### src/rtl/gemm_tile_scheduler.sv
// gemm_tile_scheduler
//   Walks the M x K x N tile space of an output-stationary 4x4 MAC array
//   (K innermost, then N, then M). It issues one A/B SRAM tile read per
//   un-stalled RUN cycle. It drives the PE valid/init_save/acc_clr controls
//   one cycle behind each issue, to match the 1-cycle SRAM latency. Once per
//   output tile it raises the C write strobe, two cycles after the issue of
//   the last K slice.
// Ports:
//   clk_i, rst_i            clock, synchronous active-high reset
//   start_i                 start pulse; size inputs sampled on the same edge
//   M/K/N_size_i            problem sizes in elements
//   stall_i                 freeze issue while memory is not ready
//   sram_a/b_addr_o         A row-tile / B column-tile read addresses
//   sram_c_addr_o/_we_o     C tile write address and strobe
//   pe_valid_o              PE operand valid
//   pe_init_save_o          first K slice of an output tile
//   pe_acc_clr_o            accumulator clear while idle
//   busy_o, done_o          run in progress / one-cycle completion pulse
module gemm_tile_scheduler #(
    parameter int unsigned SizeAddrWidth = 8,
    parameter int unsigned AddrWidth     = 16,
    parameter int unsigned NumPE_M       = 4,
    parameter int unsigned NumPE_N       = 4,
    parameter int unsigned NumIp_K       = 4
) (
    input  logic                     clk_i,
    input  logic                     rst_i,
    input  logic                     start_i,
    input  logic [SizeAddrWidth-1:0] M_size_i,
    input  logic [SizeAddrWidth-1:0] K_size_i,
    input  logic [SizeAddrWidth-1:0] N_size_i,
    input  logic                     stall_i,
    output logic [AddrWidth-1:0]     sram_a_addr_o,
    output logic [AddrWidth-1:0]     sram_b_addr_o,
    output logic [AddrWidth-1:0]     sram_c_addr_o,
    output logic                     sram_c_we_o,
    output logic                     pe_valid_o,
    output logic                     pe_init_save_o,
    output logic                     pe_acc_clr_o,
    output logic                     busy_o,
    output logic                     done_o
);

    localparam int unsigned ShM = $clog2(NumPE_M);
    localparam int unsigned ShN = $clog2(NumPE_N);
    localparam int unsigned ShK = $clog2(NumIp_K);
    localparam logic [SizeAddrWidth-1:0] One = SizeAddrWidth'(1);

    typedef enum logic [1:0] {IDLE, RUN, DRAIN, DONE} state_e;

    state_e                   state_q;
    logic [SizeAddrWidth-1:0] mt_q, kt_q, nt_q;
    logic [SizeAddrWidth-1:0] m_q, n_q, k_q;
    logic [SizeAddrWidth-1:0] m_d, n_d, k_d;
    logic [SizeAddrWidth-1:0] mt_d, kt_d, nt_d;
    logic                     issue_d, tile_end_d, last_issue_d;
    logic                     drain_q;
    logic [AddrWidth-1:0]     a_addr_q, b_addr_q, c_addr_q, c_addr_p_q;
    logic                     we_p_q, we_q, valid_q, init_q;

    // hi*stride + lo, unsigned, truncated to AddrWidth
    function automatic logic [AddrWidth-1:0] lin(input logic [SizeAddrWidth-1:0] hi,
                                                 input logic [SizeAddrWidth-1:0] stride,
                                                 input logic [SizeAddrWidth-1:0] lo);
        logic [AddrWidth-1:0] h, s, l;
        h = AddrWidth'(hi);
        s = AddrWidth'(stride);
        l = AddrWidth'(lo);
        return h * s + l;
    endfunction

    always_comb begin
        mt_d         = M_size_i >> ShM;
        kt_d         = K_size_i >> ShK;
        nt_d         = N_size_i >> ShN;
        issue_d      = (state_q == RUN) && !stall_i;
        tile_end_d   = (k_q == kt_q - One);
        last_issue_d = tile_end_d && (n_q == nt_q - One) && (m_q == mt_q - One);
        m_d          = m_q;
        n_d          = n_q;
        k_d          = k_q + One;
        if (tile_end_d) begin
            k_d = '0;
            if (n_q == nt_q - One) begin
                n_d = '0;
                m_d = m_q + One;
            end else begin
                n_d = n_q + One;
            end
        end
    end

    always_ff @(posedge clk_i) begin
        if (rst_i) begin
            state_q    <= IDLE;
            mt_q       <= '0;
            kt_q       <= '0;
            nt_q       <= '0;
            m_q        <= '0;
            n_q        <= '0;
            k_q        <= '0;
            drain_q    <= 1'b0;
            a_addr_q   <= '0;
            b_addr_q   <= '0;
            c_addr_q   <= '0;
            c_addr_p_q <= '0;
            we_p_q     <= 1'b0;
            we_q       <= 1'b0;
            valid_q    <= 1'b0;
            init_q     <= 1'b0;
        end else begin
            // Read-data alignment: valid/init one cycle after issue, C write two.
            valid_q <= issue_d;
            init_q  <= issue_d && (k_q == '0);
            we_p_q  <= issue_d && tile_end_d;
            if (issue_d && tile_end_d) c_addr_p_q <= lin(m_q, nt_q, n_q);
            we_q    <= we_p_q;
            if (we_p_q) c_addr_q <= c_addr_p_q;

            unique case (state_q)
                IDLE: begin
                    if (start_i) begin
                        mt_q     <= mt_d;
                        kt_q     <= kt_d;
                        nt_q     <= nt_d;
                        m_q      <= '0;
                        n_q      <= '0;
                        k_q      <= '0;
                        a_addr_q <= '0;
                        b_addr_q <= '0;
                        if (mt_d == '0 || kt_d == '0 || nt_d == '0) state_q <= DONE;
                        else                                        state_q <= RUN;
                    end
                end
                RUN: begin
                    if (issue_d) begin
                        if (last_issue_d) begin
                            state_q <= DRAIN;
                            drain_q <= 1'b0;
                        end else begin
                            m_q      <= m_d;
                            n_q      <= n_d;
                            k_q      <= k_d;
                            a_addr_q <= lin(m_d, kt_q, k_d);
                            b_addr_q <= lin(n_d, kt_q, k_d);
                        end
                    end
                end
                DRAIN: begin
                    drain_q <= 1'b1;
                    if (drain_q) state_q <= DONE;
                end
                DONE: state_q <= IDLE;
                default: state_q <= IDLE;
            endcase
        end
    end

    assign sram_a_addr_o  = a_addr_q;
    assign sram_b_addr_o  = b_addr_q;
    assign sram_c_addr_o  = c_addr_q;
    assign sram_c_we_o    = we_q;
    assign pe_valid_o     = valid_q;
    assign pe_init_save_o = init_q;
    assign pe_acc_clr_o   = (state_q == IDLE) || (state_q == DONE);
    assign busy_o         = (state_q == RUN) || (state_q == DRAIN);
    assign done_o         = (state_q == DONE);

endmodule
### config.mk
export PLATFORM = sky130hd
export DESIGN_NAME = gemm_tile_scheduler
export DESIGN_NICKNAME = d
export VERILOG_FILES = /design/src/rtl/gemm_tile_scheduler.sv
export SDC_FILE = /design/constraint.sdc
export NUM_CORES = 1
export LEC_CHECK = 0
export CAP_MARGIN = 20
export CORE_MARGIN = 8
export CORE_UTILIZATION = 65
export CTS_BUF_LIST = sky130_fd_sc_hd__clkbuf_4
export DETAILED_ROUTE_END_ITERATION = 12
export DONT_BUFFER_PORTS = 1
export PLACE_DENSITY = 0.81
export SYNTH_ARGS = -nofsm -noshare
export SYNTH_HDL_FRONTEND = slang
export SYNTH_SLANG_ARGS = --single-unit
### constraint.sdc
create_clock -name clk_i -period 18.5 [get_ports clk_i]
set_clock_uncertainty 0.1 [all_clocks]
set_input_delay 1.85 -clock clk_i [delete_from_list [all_inputs] [get_ports clk_i]]
set_output_delay 1.85 -clock clk_i [all_outputs]
set_load 0.01 [all_outputs]
Word-level counts from Yosys, hierarchy flattened
Cells that the tools add are included.
{"block": "classes", "n_eq_ne": 11, "n_reduce_logical": 21, "add_sub_neg": 9, "multipliers": 3, "n_mux": 31}
{"cell": "$mux 8", "n": 12}
{"cell": "$mux 16", "n": 5}
{"cell": "$pmux 16 s2", "n": 2}
{"cell": "$pmux 8 s2", "n": 3}
{"cell": "$add 14x8->15", "n": 3}
{"cell": "$mul 8x6->14", "n": 3}
{"cell": "$logic_not 8->1", "n": 4}
{"cell": "$add 8x1->8 const B", "n": 3}
{"cell": "$eq 8x8->1", "n": 3}
{"cell": "$sub 6x1->7 const B", "n": 3}
{"cell": "$mux 2", "n": 5}
{"cell": "$ne 2x2->1 const B", "n": 5}
{"cell": "$pmux 2 s4", "n": 1}
{"cell": "$reduce_and 4->1", "n": 2}
{"cell": "$logic_and 1x1->1", "n": 5}
{"cell": "$eq 2x2->1 const B", "n": 2}
{"cell": "$logic_or 1x1->1", "n": 4}
{"cell": "$reduce_bool 2->1", "n": 2}
{"cell": "$reduce_and 3->1", "n": 1}
{"cell": "$eq 2x1->1 const B", "n": 1}
{"cell": "$logic_not 2->1", "n": 1}
{"cell": "$mux 1", "n": 2}
{"cell": "$pmux 1 s2", "n": 1}
{"cell": "$reduce_and 2->1", "n": 1}
{"cell": "$logic_not 1->1", "n": 1}
{"block": "word_totals", "elab_cells": 91, "regBits": 113, "output_inout_bits": 54}

Depth between registers and ports, before layout
Gate-level depths: netlist of run 1.
{"block": "logic_depth", "ltp_word": 9, "ltp_mapped": 29, "mapped_depth_nobuf": 27}

Least setup slack after synthesis of run 1
OpenSTA, ideal clock, no wires.
{"block": "synth_path", "path_type": "reg2reg", "startpoint": "register kt_q[0]", "endpoint": "register b_addr_q[14], in the netlist sram_b_addr_o[14]", "t_arrival_ps": 7000, "setup_slack_ps": 11275, "stages_incl_launch_ff": 29, "path_cell_list": "dfxtp_1 inv_1 clkbuf_1 ha_1 nor3b_1 a211o_1 a221o_1 nor3_4 buf_2 o21ai_0 a21oi_1 nor2_1 fa_1 inv_1 fa_1 inv_1 fa_1 inv_1 fa_1 inv_1 ha_1 o21a_1 o21a_1 a2111oi_0 o31ai_1 a21o_1 a21oi_1 xor2_1 o21ai_0"}
{"block": "synth_via", "elab_chain_len": 8}
{"item": "from (decl)", "line_no": "52", "source": "logic [SizeAddrWidth-1:0] mt_q, kt_q, nt_q;"}
{"item": "from (signal assigned)", "line_no": "124", "source": "kt_q <= kt_d;"}
{"item": "$sub 6x1->7", "line_no": "77", "source": "tile_end_d = (k_q == kt_q - One);"}
{"item": "$eq 8x8->1", "line_no": "77"}
{"item": "$mux 8", "line_no": "82", "source": "if (tile_end_d) begin"}
{"item": "$mul 8x6->14", "line_no": "69", "source": "return h * s + l;"}
{"item": "$add 14x8->15", "line_no": "69"}
{"item": "$mux 16", "line_no": "137", "source": "if (last_issue_d) begin"}
{"item": "$mux 16", "line_no": "136", "source": "if (issue_d) begin"}
{"item": "$pmux 16 s2", "line_no": "120", "source": "unique case (state_q)"}
{"item": "to (signal assigned)", "line_no": "145", "source": "b_addr_q <= lin(n_d, kt_q, k_d);"}
{"item": "to (decl)", "line_no": "58", "source": "logic [AddrWidth-1:0] a_addr_q, b_addr_q, c_addr_q, c_addr_p_q;"}
Several ways; a longest one is shown, not always the timed one. The select of a mux whose other input is x is not followed.
A chain may end at the register's enable or synchronous reset.

Worst setup path after layout of run 1
Same ends and word-level chain as after synthesis.

==> metrics.md, run 1 <==
| Metric | Value |
|---|---|
| Status | completed |
| Crit path launch type | register |
| Data required, critical path | 18.77 ns |
| RSZ-0062 raised after global routing | no |
| P_int | 0.0003424 W |
| Type of the worst min-delay path | register to register |
| Fin crit period | 8.479 ns |
| Syn Area/Cell | 8.488 µm² |
| Crit-path max FO | 27 |
| TritonCTS buffer count | 9 |
| Reg clk slew, reported paths | 0.20 ns |
| Post-synth EDFFs | 0 |
| Area added between synthesis and finish | 2.244% |
| Via Count | 8348 |
| # fillers | 1311 |
| Met3 usage | 0.04207 |
| Reg area | 2182 µm² |
| Flop pwr share | 0.480 |
| Mapped Area | 10420 µm² |
| Buf/Inv on CP | 5 |
| Max-cap viol count | 0 |
| Crit path max-delay family | adder cells |
| Number of synthesized register bits | 109 |
| H-tree levels | 3 |
| Iter 0 DRT Violations | 559 |
| Distinct cells, synth | 66 |
| Max clock buf depth | 2 |
| Post-synthesis sequential area ratio | 0.2093 |
| Setup TNS | 0 ns |
| Slowest CP cell | a2111oi_0 |
| NumNets Final | 1422 |
| Leakage | 4.896 nW |
| Worst endpoint data arrival time | 8.75 ns |
| First-pass GRT wire length | 39730 µm |
| Total GRT Usage | 0.2409 |
| Fin. Hold Viols | 0 |
| Max Freq | 0.1179 GHz |
| Die Width | 142.6 µm |
| Yosys warns | 0 |
| R2R Path End | sram_b_addr_o[14] |
| Total grt overflow | 0 |
| Critical Path Max Stage Delay | 0.73 ns |
| Sw Ratio | 0.4046 |
| Final HPWL DP | 18590 µm |
| Area of the die | 20340 µm² |
| DP Area | 10480 µm² |
| Initial DRT Pass Iterations | 7 |
| Crit path capture type | register |
| Post-synth ARST share | 0 |
| Pwr Density | 53.96 nW/µm² |
| IO Pins | 82 |
| Post-cts hold buffer count | 0 |
| Routability congestion estimate | 0.9009 |
| Gr busiest metal | met2 |
| Clock root cell | clkbuf_4 |
| WL/cell | 16.97 µm |
| NetSw | 0.0002327 W |
| Layout cells sized above 1 | 0.03448 |
| Combinational power share | 0.284 |
| Hold endpoint | c_addr_p_q[2] |
| HP Start | c_addr_p_q[2] |
| Clock latency on the worst-skew pair | 0.51 ns |
| Maximum vdd drop | 51.93 µV |
| DRC violations left | 0 |
| Port Buffers | 0 |
| Clock network fraction of total power | 0.235 |
| Top cells by area, synth | dfxtp_1 21%, fa_1 17%, ha_1 14% |
| Top cell type's share of synthesized area | 0.2093 |
| Final-report setup violation count | 0 |
| Pin count of the biggest net entering global routing | 78 |
| Pins Over Slew Limit | 0 |
| Finished Cell Area | 10660 µm² |
| R2R setup slack | 10.02 ns |
| Vias in the first global route | 8252 |
| Resized Gates After CTS | 0 |
| Synth Flop Type | dfxtp_1 |
| Starting Density | 0.6610 |
| Initial antenna violation count | 1 |
| Post-route ant nets | 0 |
| Crit Path Category | register to register |
| CTS tree | yes |
| Multi-input logic area | 7607 µm² |
| Slew @ Worst Pin | 1.140 ns |
| Fin crit share | 0.4583 |
| Rows | 46 |
| Grt met1 use | 0.2916 |
| Final wirelength | 23880 µm |
| Sink Count | 109 |
| Register-to-Register Path Depth | 26 |
| Vias/cell | 5.933 |
| R2r startpoint | kt_q[0] |
| Core Box Area | 15770 µm² |
| Post CTS Setup Buffer Count | 0 |
| Area leader, netlist | dfxtp_1 |
| Height of the die | 142.6 µm |
| Max_slew headroom | 0.2386 |
| Hold-critical path depth | 2 |
| Global-route met2 utilization | 0.4086 |
| Post-Synthesis Cells | 1228 |
## area by class of cell
type                       count  share of cell area
sequential                   109              0.2047
inverter                     107             0.03768
clock buffer                   9            0.006340
multi-input combinational    954              0.7138
antenna                        2           0.0004696
tap                          216             0.02536
clock inverter                 7            0.009509
timing repair buffer           3            0.002113
## through the flow
step / power [W] / utilization / hold WS (ns) / setup slack (ns) / std cells
after detailed placement: 0.0004419 / 0.6643 / 0.3424 / 10.21 / 1388
after CTS: 0.0005756 / 0.6750 / 0.3654 / 10.14 / 1404
after global placement: 0.0004380 / 0.6643 / 0.3352 / 10.32 / 1388
after floorplan: 0.0004081 / - / 0.3315 / 11.27 / 1230
final: 0.0005750 / 0.6758 / 0.3639 / 10.02 / 1407
after global routing: 0.0006067 / 0.6758 / 0.3868 / 9.573 / 1407
## worst min-delay path, delay by kind of cell (launching register included)
kind | cells | cell delay (ns)
flops | 1 | 0.35
simple gates | 1 | 0.05
compound gates | 1 | 0.05
## placed cells by master (no fill, tap or decap), drive strengths merged, types with 16 or more instances in the layout
master	n
inv	111
fa	90
xnor2	32
nor2	95
dfxtp	109
and2	39
mux2i	25
nand3	23
nor3	29
a21oi	71
ha	120
xor2	29
nand2b	16
nand2	151
o21ai	53
nor2b	54
## power by group through the flow
stage | Clock, W | Combinational, W | Sequential [W]
floorplan | 0 | 0.000147 | 0.000261
global placement | 0 | 0.000158 | 0.000280
detailed placement | 0 | 0.000162 | 0.000280
global route | 0.000147 | 0.000181 | 0.000278
finish | 0.000135 | 0.000163 | 0.000276
CTS | 0.000138 | 0.000162 | 0.000276
## sequential cells by signal, indices dropped and copies added (netlist names), 6 cells and up
name           flops
m_q                8
sram_b_addr_o     15
mt_q               6
sram_c_addr_o     15
nt_q               6
n_q                8
kt_q               6
c_addr_p_q        15
sram_a_addr_o     15
k_q                8
## how the worst max path moves through the flow
stage	startpoint	endpoint	slack, ns	cells past startpoint
after floorplan	kt_q[0]	sram_b_addr_o[14]	11.27	28
after global placement	kt_q[0]	sram_b_addr_o[14]	10.32	26
after detailed placement	kt_q[0]	sram_b_addr_o[14]	10.21	26
after CTS	kt_q[0]	sram_b_addr_o[14]	10.14	26
after global routing	kt_q[0]	sram_b_addr_o[14]	9.57	26
final	kt_q[0]	sram_b_addr_o[14]	10.02	26
## synthesized netlist by cell type, drive strengths merged (2+ instances only)
library cell  count
a2111oi           6
a211o             3
a211oi            7
a21o             10
a21oi            71
a221o             2
a22o             10
a22oi             2
a31o              2
a31oi             3
a41oi             2
and2             39
and3              2
buf              12
clkbuf           48
dfxtp           109
fa               90
ha              120
inv             107
mux2              2
mux2i            25
nand2           151
nand2b           16
nand3            23
nand4             7
nor2             95
nor2b            54
nor3             29
nor3b             3
nor4              6
o21a             10
o21ai            53
o21ba             2
o21bai            4
o22ai             3
o31a              4
o31ai             3
or2               7
or3               8
or4               3
xnor2            32
xor2             29
## layer usage
metal / wire [µm] / share of wire
met2: 11770 / 0.49
met3: 1421 / 0.060
met4: 969 / 0.041
met5: 0 / 0
met1: 9716 / 0.41
## cell families after synthesis
kind of cell	after synthesis	share of synthesized area
flip-flops	109	0.2093
XOR/XNOR	61	0.05125
buffers and inverters	167	0.06218
multiplexers	27	0.02617
AO/OA/AOI/OAI	205	0.1242
adder cells (fa/ha/maj)	210	0.3169
other	1	0.0003598
AND/OR/NAND/NOR	448	0.2096
(Power assumes the default switching activity.)
==> run 2: changes to the inputs <==
==> constraint.sdc (replaced) <==
create_clock -name clk_i -period 8.49 [get_ports clk_i]
set_clock_uncertainty 0.1 [all_clocks]
set_input_delay 0.849 -clock clk_i [delete_from_list [all_inputs] [get_ports clk_i]]
set_output_delay 0.849 -clock clk_i [all_outputs]
set_load 0.01 [all_outputs]
==> run 2 against run 1 <==
Count of clock-buffer cells in the layout did not move. Die area did not move. Non-clock buffer count increased by 9. Critical path type unchanged. Critical endpoint unchanged.
==> metrics.md, run 2 (synthesis results as in run 1) <==
| Metric | Value |
|---|---|
| Initial DRT Pass Iterations | 6 (-1) |
| Max_slew headroom | 0.2578 (+0.01918) |
| RSZ-0062 raised after global routing | no |
| Total grt overflow | 0 (unchanged) |
| Port Buffers | 0 (unchanged) |
| Crit path capture type | register |
| Status | completed |
| Fin crit share | 0.9458 (+0.4875) |
| Post-cts hold buffer count | 0 (unchanged) |
| Area of the die | 20340 µm² (unchanged) |
| Type of the worst min-delay path | primary input to register |
| Crit path launch type | register |
| H-tree levels | 3 (unchanged) |
| Hold-critical path depth | 1 (-1) |
| Vias in the first global route | 8008 (-3.0%) |
| Rows | 46 (unchanged) |
| Max-cap viol count | 0 (unchanged) |
| Clock latency on the worst-skew pair | 0.50 ns (about the same) |
| Vias/cell | 5.855 (-1.3%) |
| Leakage | 4.928 nW (+0.67%) |
| R2R setup slack | 0.46 ns (-9.56 ns) |
| Wl on met1 | 9644 µm (-0.74%) |
| Max clock buf depth | 2 (unchanged) |
| Layout cells sized above 1 | 0.04257 (+0.008088) |
| Slew @ Worst Pin | 1.110 ns (-0.02953 ns) |
| CTS tree | yes |
| Pins Over Slew Limit | 0 (unchanged) |
| Crit path max-delay family | compound AO/OA/AOI/OAI gates |
| IO Pins | 82 (unchanged) |
| Total GRT Usage | 0.2381 (-0.002802) |
| Worst endpoint data arrival time | 8.28 ns (-0.47 ns) |
| Starting Density | 0.6610 (unchanged) |
| Crit Path Category | register to register |
| Pwr Density | 115.2 nW/µm² (+110%) |
| Pin count of the biggest net entering global routing | 78 (unchanged) |
| Die Width | 142.6 µm (unchanged) |
| Hold endpoint | sram_a_addr_o[10] |
| Reg clk slew, reported paths | 0.20 ns (about the same) |
| Critical Path Max Stage Delay | 0.69 ns (-0.04 ns) |
| TritonCTS buffer count | 9 (unchanged) |
| Routed length on met3 | 1470 µm (+3.4%) |
| Routability congestion estimate | 0.9065 (+0.62%) |
| Post-route ant nets | 0 (unchanged) |
| Via Count | 8285 (-0.75%) |
| Register-to-Register Path Depth | 25 (-3.8%) |
| Most frequent cells in the layout | 149 x nand2_1, 120 x ha_1, 109 x dfxtp_1 |
| Iter 0 DRT Violations | 640 (+14%) |
| Initial antenna violation count | 1 (unchanged) |
| DRC violations left | 0 (unchanged) |
| WL/cell | 16.69 µm (-1.7%) |
| Buf/Inv on CP | 4 (-1) |
| Final wirelength | 23610 µm (-1.1%) |
| NumNets Final | 1431 (+0.63%) |
| First-pass GRT wire length | 39120 µm (-1.5%) |
| Sink Count | 109 (unchanged) |
| Max Freq | 0.1245 GHz (+5.6%) |
| Core Box Area | 15770 µm² (unchanged) |
| Fin. Hold Viols | 0 (unchanged) |
| Clock root cell | clkbuf_4 |
| Highest Signal Layer | met4 |
| Wire length on met2 | 11620 µm (-1.3%) |
| R2r startpoint | kt_q[0] |
| Final HPWL DP | 18510 µm (-0.43%) |
| Slowest CP cell | a2111oi_0 |
| Dpl ws | 0.5413 ns (-9.665 ns) |
| Setup TNS | 0 ns (unchanged) |
| Crit-path max FO | 14 (-48%) |
| Height of the die | 142.6 µm (unchanged) |
| Area added between synthesis and finish | 2.641% |
| HP Start | rst_i |
| Most common cell after layout, fill and taps aside | nand2_1 |
| Final setup margin | 0.4602 ns (-9.561 ns) |
| R2R Path End | sram_b_addr_o[14] |
| Final-report setup violation count | 0 (unchanged) |
| Maximum vdd drop | 93.40 µV (+80%) |
| Data required, critical path | 8.74 ns (-10.03 ns) |
| Fin crit period | 8.030 ns (-0.4491 ns) |
==> run 2: area by class of cell <==
cell class	count	area, µm²
sequential	109	2182
multi-input combinational	954	7611
fill	1319	5071
antenna	1	2.502
clock inverter	7	73.82
inverter	107	401.6
clock buffer	9	67.56
tap	216	270.3
timing repair buffer	12	90.09
==> run 2: what timing repair did <==
item / CTS / global route
resized for setup: 0 / 1
buffers inserted: 0 / 0
setup endpoints to repair: 0 / 1
endpoints found under the hold margin: 0 / 0
==> run 2: worst max path at each step <==
stage	start	to	slack, ns	cells past startpoint
after floorplan	kt_q[0]	sram_b_addr_o[14]	1.26	28
after global placement	kt_q[0]	sram_b_addr_o[14]	0.64	25
after detailed placement	kt_q[0]	sram_b_addr_o[14]	0.54	25
after CTS	kt_q[2]	sram_b_addr_o[14]	0.51	23
after global routing	kt_q[0]	sram_b_addr_o[14]	0.01	25
final	kt_q[0]	sram_b_addr_o[14]	0.46	25
==> run 2: power by group <==
group / switching, W / internal (W)
combinational: 0.000250 / 0.000135
clock: 0.000195 / 0.0000687
sequential: 0.0000458 / 0.000539
total: 0.000490 / 0.000742
==> run 2: per-layer routing <==
layer | track usage | up-vias
met2 | 0.4008 | 237
li1 | - | 4000
met1 | 0.2946 | 4011
met4 | 0.1057 | 0
met3 | 0.03973 | 37
met5 | 0 | -
==> run 2: per-stage QoR <==
| step | std cells | hold WS (ns) | total power (W) | utilization | cell area, µm² |
|---|---|---|---|---|---|
| after floorplan | 1230 | 0.3315 | 0.0008893 | - | 10430 |
| after global placement | 1396 | 0.3352 | 0.0009642 | 0.6681 | 10540 |
| after detailed placement | 1396 | 0.3404 | 0.0009737 | 0.6681 | 10540 |
| after CTS | 1412 | 0.2678 | 0.001231 | 0.6771 | 10680 |
| after global routing | 1415 | 0.2511 | 0.001297 | 0.6784 | 10700 |
| final | 1415 | 0.2949 | 0.001232 | 0.6784 | 10700 |
==> run 3: changes to the inputs <==
--- a/config.mk
+++ b/config.mk
@@ -8,7 +8,7 @@
 export CAP_MARGIN = 20
 export CORE_MARGIN = 8
 export CORE_UTILIZATION = 65
-export CTS_BUF_LIST = sky130_fd_sc_hd__clkbuf_4
+export CTS_BUF_LIST = sky130_fd_sc_hd__clkbuf_4 sky130_fd_sc_hd__clkbuf_8 sky130_fd_sc_hd__clkbuf_16
 export DETAILED_ROUTE_END_ITERATION = 12
 export DONT_BUFFER_PORTS = 1
 export PLACE_DENSITY = 0.81
==> run 3 against run 2 <==
Critical path depth is the same. First-iteration DRC count shrank 7.5%. Clock power grew 60%. Sequential share of layout area shrank 0.29 points. Via count grew 0.31%. Highest routed layer unchanged.
==> metrics.md, run 3 (synthesis results as in run 1) <==
| Metric | Value |
|---|---|
| Reg clk slew, reported paths | 0.08 ns (-0.12 ns) |
| Clock latency on the worst-skew pair | 0.36 ns (-0.14 ns) |
| Max clock buf depth | 2 (unchanged) |
| Fin cells | 1414 (-0.071%) |
| Area of the die | 20340 µm² (unchanged) |
| Maximum vdd drop | 146.6 µV (+57%) |
| Placed Instances | 1396 (unchanged) |
| Max-cap viol count | 0 (unchanged) |
| Hold-critical path depth | 2 (+1) |
| Total grt overflow | 0 (unchanged) |
| TritonCTS buffer count | 9 (unchanged) |
| WL/cell | 16.88 µm (+1.2%) |
| Antenna fix cells | 0 (-1) |
| Starting Density | 0.6610 (unchanged) |
| NetSw | 0.0005083 W (+3.7%) |
| Max_slew headroom | 0.2559 (-0.001865) |
| Total GRT Usage | 0.2413 (+0.003219) |
| Routability congestion estimate | 0.9065 (unchanged) |
| Data required, critical path | 8.59 ns (-0.15 ns) |
| Combinational power share | 0.278 (-0.034) |
| Final setup margin | 0.5042 ns (+0.04395 ns) |
| Layout cells sized above 1 | 0.04257 (unchanged) |
| Crit-path max FO | 14 (unchanged) |
| Clock root cell | clkbuf_16 |
| Fin crit period | 7.986 ns (-0.04395 ns) |
| Pwr Density | 127.9 nW/µm² (+11%) |
| Crit Path Category | register to register |
| Height of the die | 142.6 µm (unchanged) |
| R2R setup slack | 0.50 ns (+0.04 ns) |
| Initial antenna violation count | 0 (-1) |
| Crit path launch type | register |
| Clock network fraction of total power | 0.302 (+0.088) |
| Final HPWL DP | 18510 µm (unchanged) |
| Port Buffers | 0 (unchanged) |
| Dpl ws | 0.5413 ns (unchanged) |
| Sink Count | 109 (unchanged) |
| Area added between synthesis and finish | 4.130% |
| Most common cell after layout, fill and taps aside | nand2_1 |
| Max Freq | 0.1252 GHz (+0.55%) |
| Worst endpoint data arrival time | 8.09 ns (-0.19 ns) |
| Die Width | 142.6 µm (unchanged) |
| Vias/cell | 5.878 (+0.38%) |
| IO Pins | 82 (unchanged) |
| R2R Path End | sram_b_addr_o[14] |
| DRC violations left | 0 (unchanged) |
| Most frequent cells in the layout | 149 x nand2_1, 120 x ha_1, 109 x dfxtp_1 |
| Hold endpoint | c_addr_p_q[9] |
| CP startpoint | kt_q[0] |
| R2r startpoint | kt_q[0] |
| Register-to-Register Path Depth | 25 (unchanged) |
| Rows | 46 (unchanged) |
| Sw Ratio | 0.3661 (-0.03181) |
| Type of the worst min-delay path | register to register |
| Final cell utilization of the core | 0.6883 (+0.009839) |
| Status | completed |
| Initial DRT Pass Iterations | 5 (-1) |
| P_int | 0.0008801 W (+19%) |
| H-tree levels | 3 (unchanged) |
| Slew @ Worst Pin | 1.113 ns (+0.002789 ns) |
| CTS tree | yes |
| Flop pwr share | 0.420 (-0.054) |
| Post-route ant nets | 0 (unchanged) |
| First-pass GRT wire length | 39560 µm (+1.1%) |
| Crit path capture type | register |
| Fin. Hold Viols | 0 (unchanged) |
| Via Count | 8311 (+0.31%) |
| Pins Over Slew Limit | 0 (unchanged) |
| Final wirelength | 23870 µm (+1.1%) |
| Leakage | 4.998 nW (+1.4%) |
| Final-report setup violation count | 0 (unchanged) |
| Setup TNS | 0 ns (unchanged) |
| Pin count of the biggest net entering global routing | 78 (unchanged) |
| HP Start | c_addr_p_q[9] |
| Core Box Area | 15770 µm² (unchanged) |
| NumNets Final | 1431 (unchanged) |
| Fin crit share | 0.9406 (-0.005177) |
| Vias in the first global route | 8098 (+1.1%) |
| Iter 0 DRT Violations | 592 (-7.5%) |
| RSZ-0062 raised after global routing | no |
| Post CTS Setup Buffer Count | 0 (unchanged) |
==> run 3: changes by cell type in the layout (fill, tap and decap cells not counted) <==
cell	before	now
diode_2	1	0
buf_4	11	12
clkbuf_4	10	0
clkbuf_16	0	9
==> run 3: metrics by stage <==
stage | hold WS, ns | power (W) | cell area [µm²]
floorplan | 0.3315 | 0.0008893 | 10430
global placement | 0.3352 | 0.0009642 | 10540
detailed placement | 0.3404 | 0.0009737 | 10540
CTS | 0.3512 | 0.001387 | 10840
global route | 0.3722 | 0.001452 | 10850
finish | 0.3540 | 0.001388 | 10850
==> run 3: routing by layer <==
layer,vias up,track usage,part of all wire,routed length (µm)
met2,226,0.4086,0.50,11890
met4,0,0.1113,0.039,922
met5,-,0,0,0
met1,4044,0.2944,0.41,9783
met3,43,0.04140,0.054,1280
li1,3998,-,-,-
==> run 3: worst max path at each step <==
stage | slack, ns | endpoint | cells after the start
floorplan | 1.26 | sram_b_addr_o[14] | 28
global placement | 0.64 | sram_b_addr_o[14] | 25
detailed placement | 0.54 | sram_b_addr_o[14] | 25
CTS | 0.51 | sram_b_addr_o[14] | 23
global route | 0.03 | sram_b_addr_o[14] | 25
finish | 0.50 | sram_b_addr_o[14] | 25
==> run 3: critical path: stages, from the launching register on <==
cell       delay [ns]
dfxtp_1          0.47
inv_1            0.10
ha_1             0.26
nor3b_1          0.18
a211o_1          0.32
a221o_1          0.40
nor3_4           0.51
nand2b_1         0.29
o21ai_1          0.48
nand2_1          0.13
fa_1             0.48
fa_1             0.56
inv_1            0.06
fa_1             0.53
inv_1            0.06
fa_1             0.53
inv_1            0.04
ha_1             0.34
o21a_1           0.19
o21a_1           0.18
a2111oi_0        0.68
o31ai_1          0.26
a21o_1           0.22
a21oi_1          0.16
xor2_1           0.19
o21ai_0          0.10
==> run 3: final cells by class <==
cell class | count | area (µm²)
multi-input cells | 954 | 7611
fillers | 1286 | 4916
flip-flops and latches | 109 | 2182
inverters | 107 | 401.6
well taps | 216 | 270.3
clock buffers | 9 | 225.2
repair buffers | 12 | 90.09
clock inverters | 7 | 73.82
==> run 3: power by group through the flow <==
stage          registers, W  logic [W]  clock network (W)
2_1_floorplan      0.000569   0.000320                  0
3_3_place_gp       0.000593   0.000371                  0
3_5_place_dp       0.000594   0.000380                  0
4_1_cts            0.000582   0.000381           0.000424
5_1_grt            0.000588   0.000419           0.000445
6_report           0.000583   0.000386           0.000420
==> run 3: repair_timing <==
action	CTS	global route
endpoints found under the setup margin	0	1
gates resized for setup	0	1
hold buffers	0	0
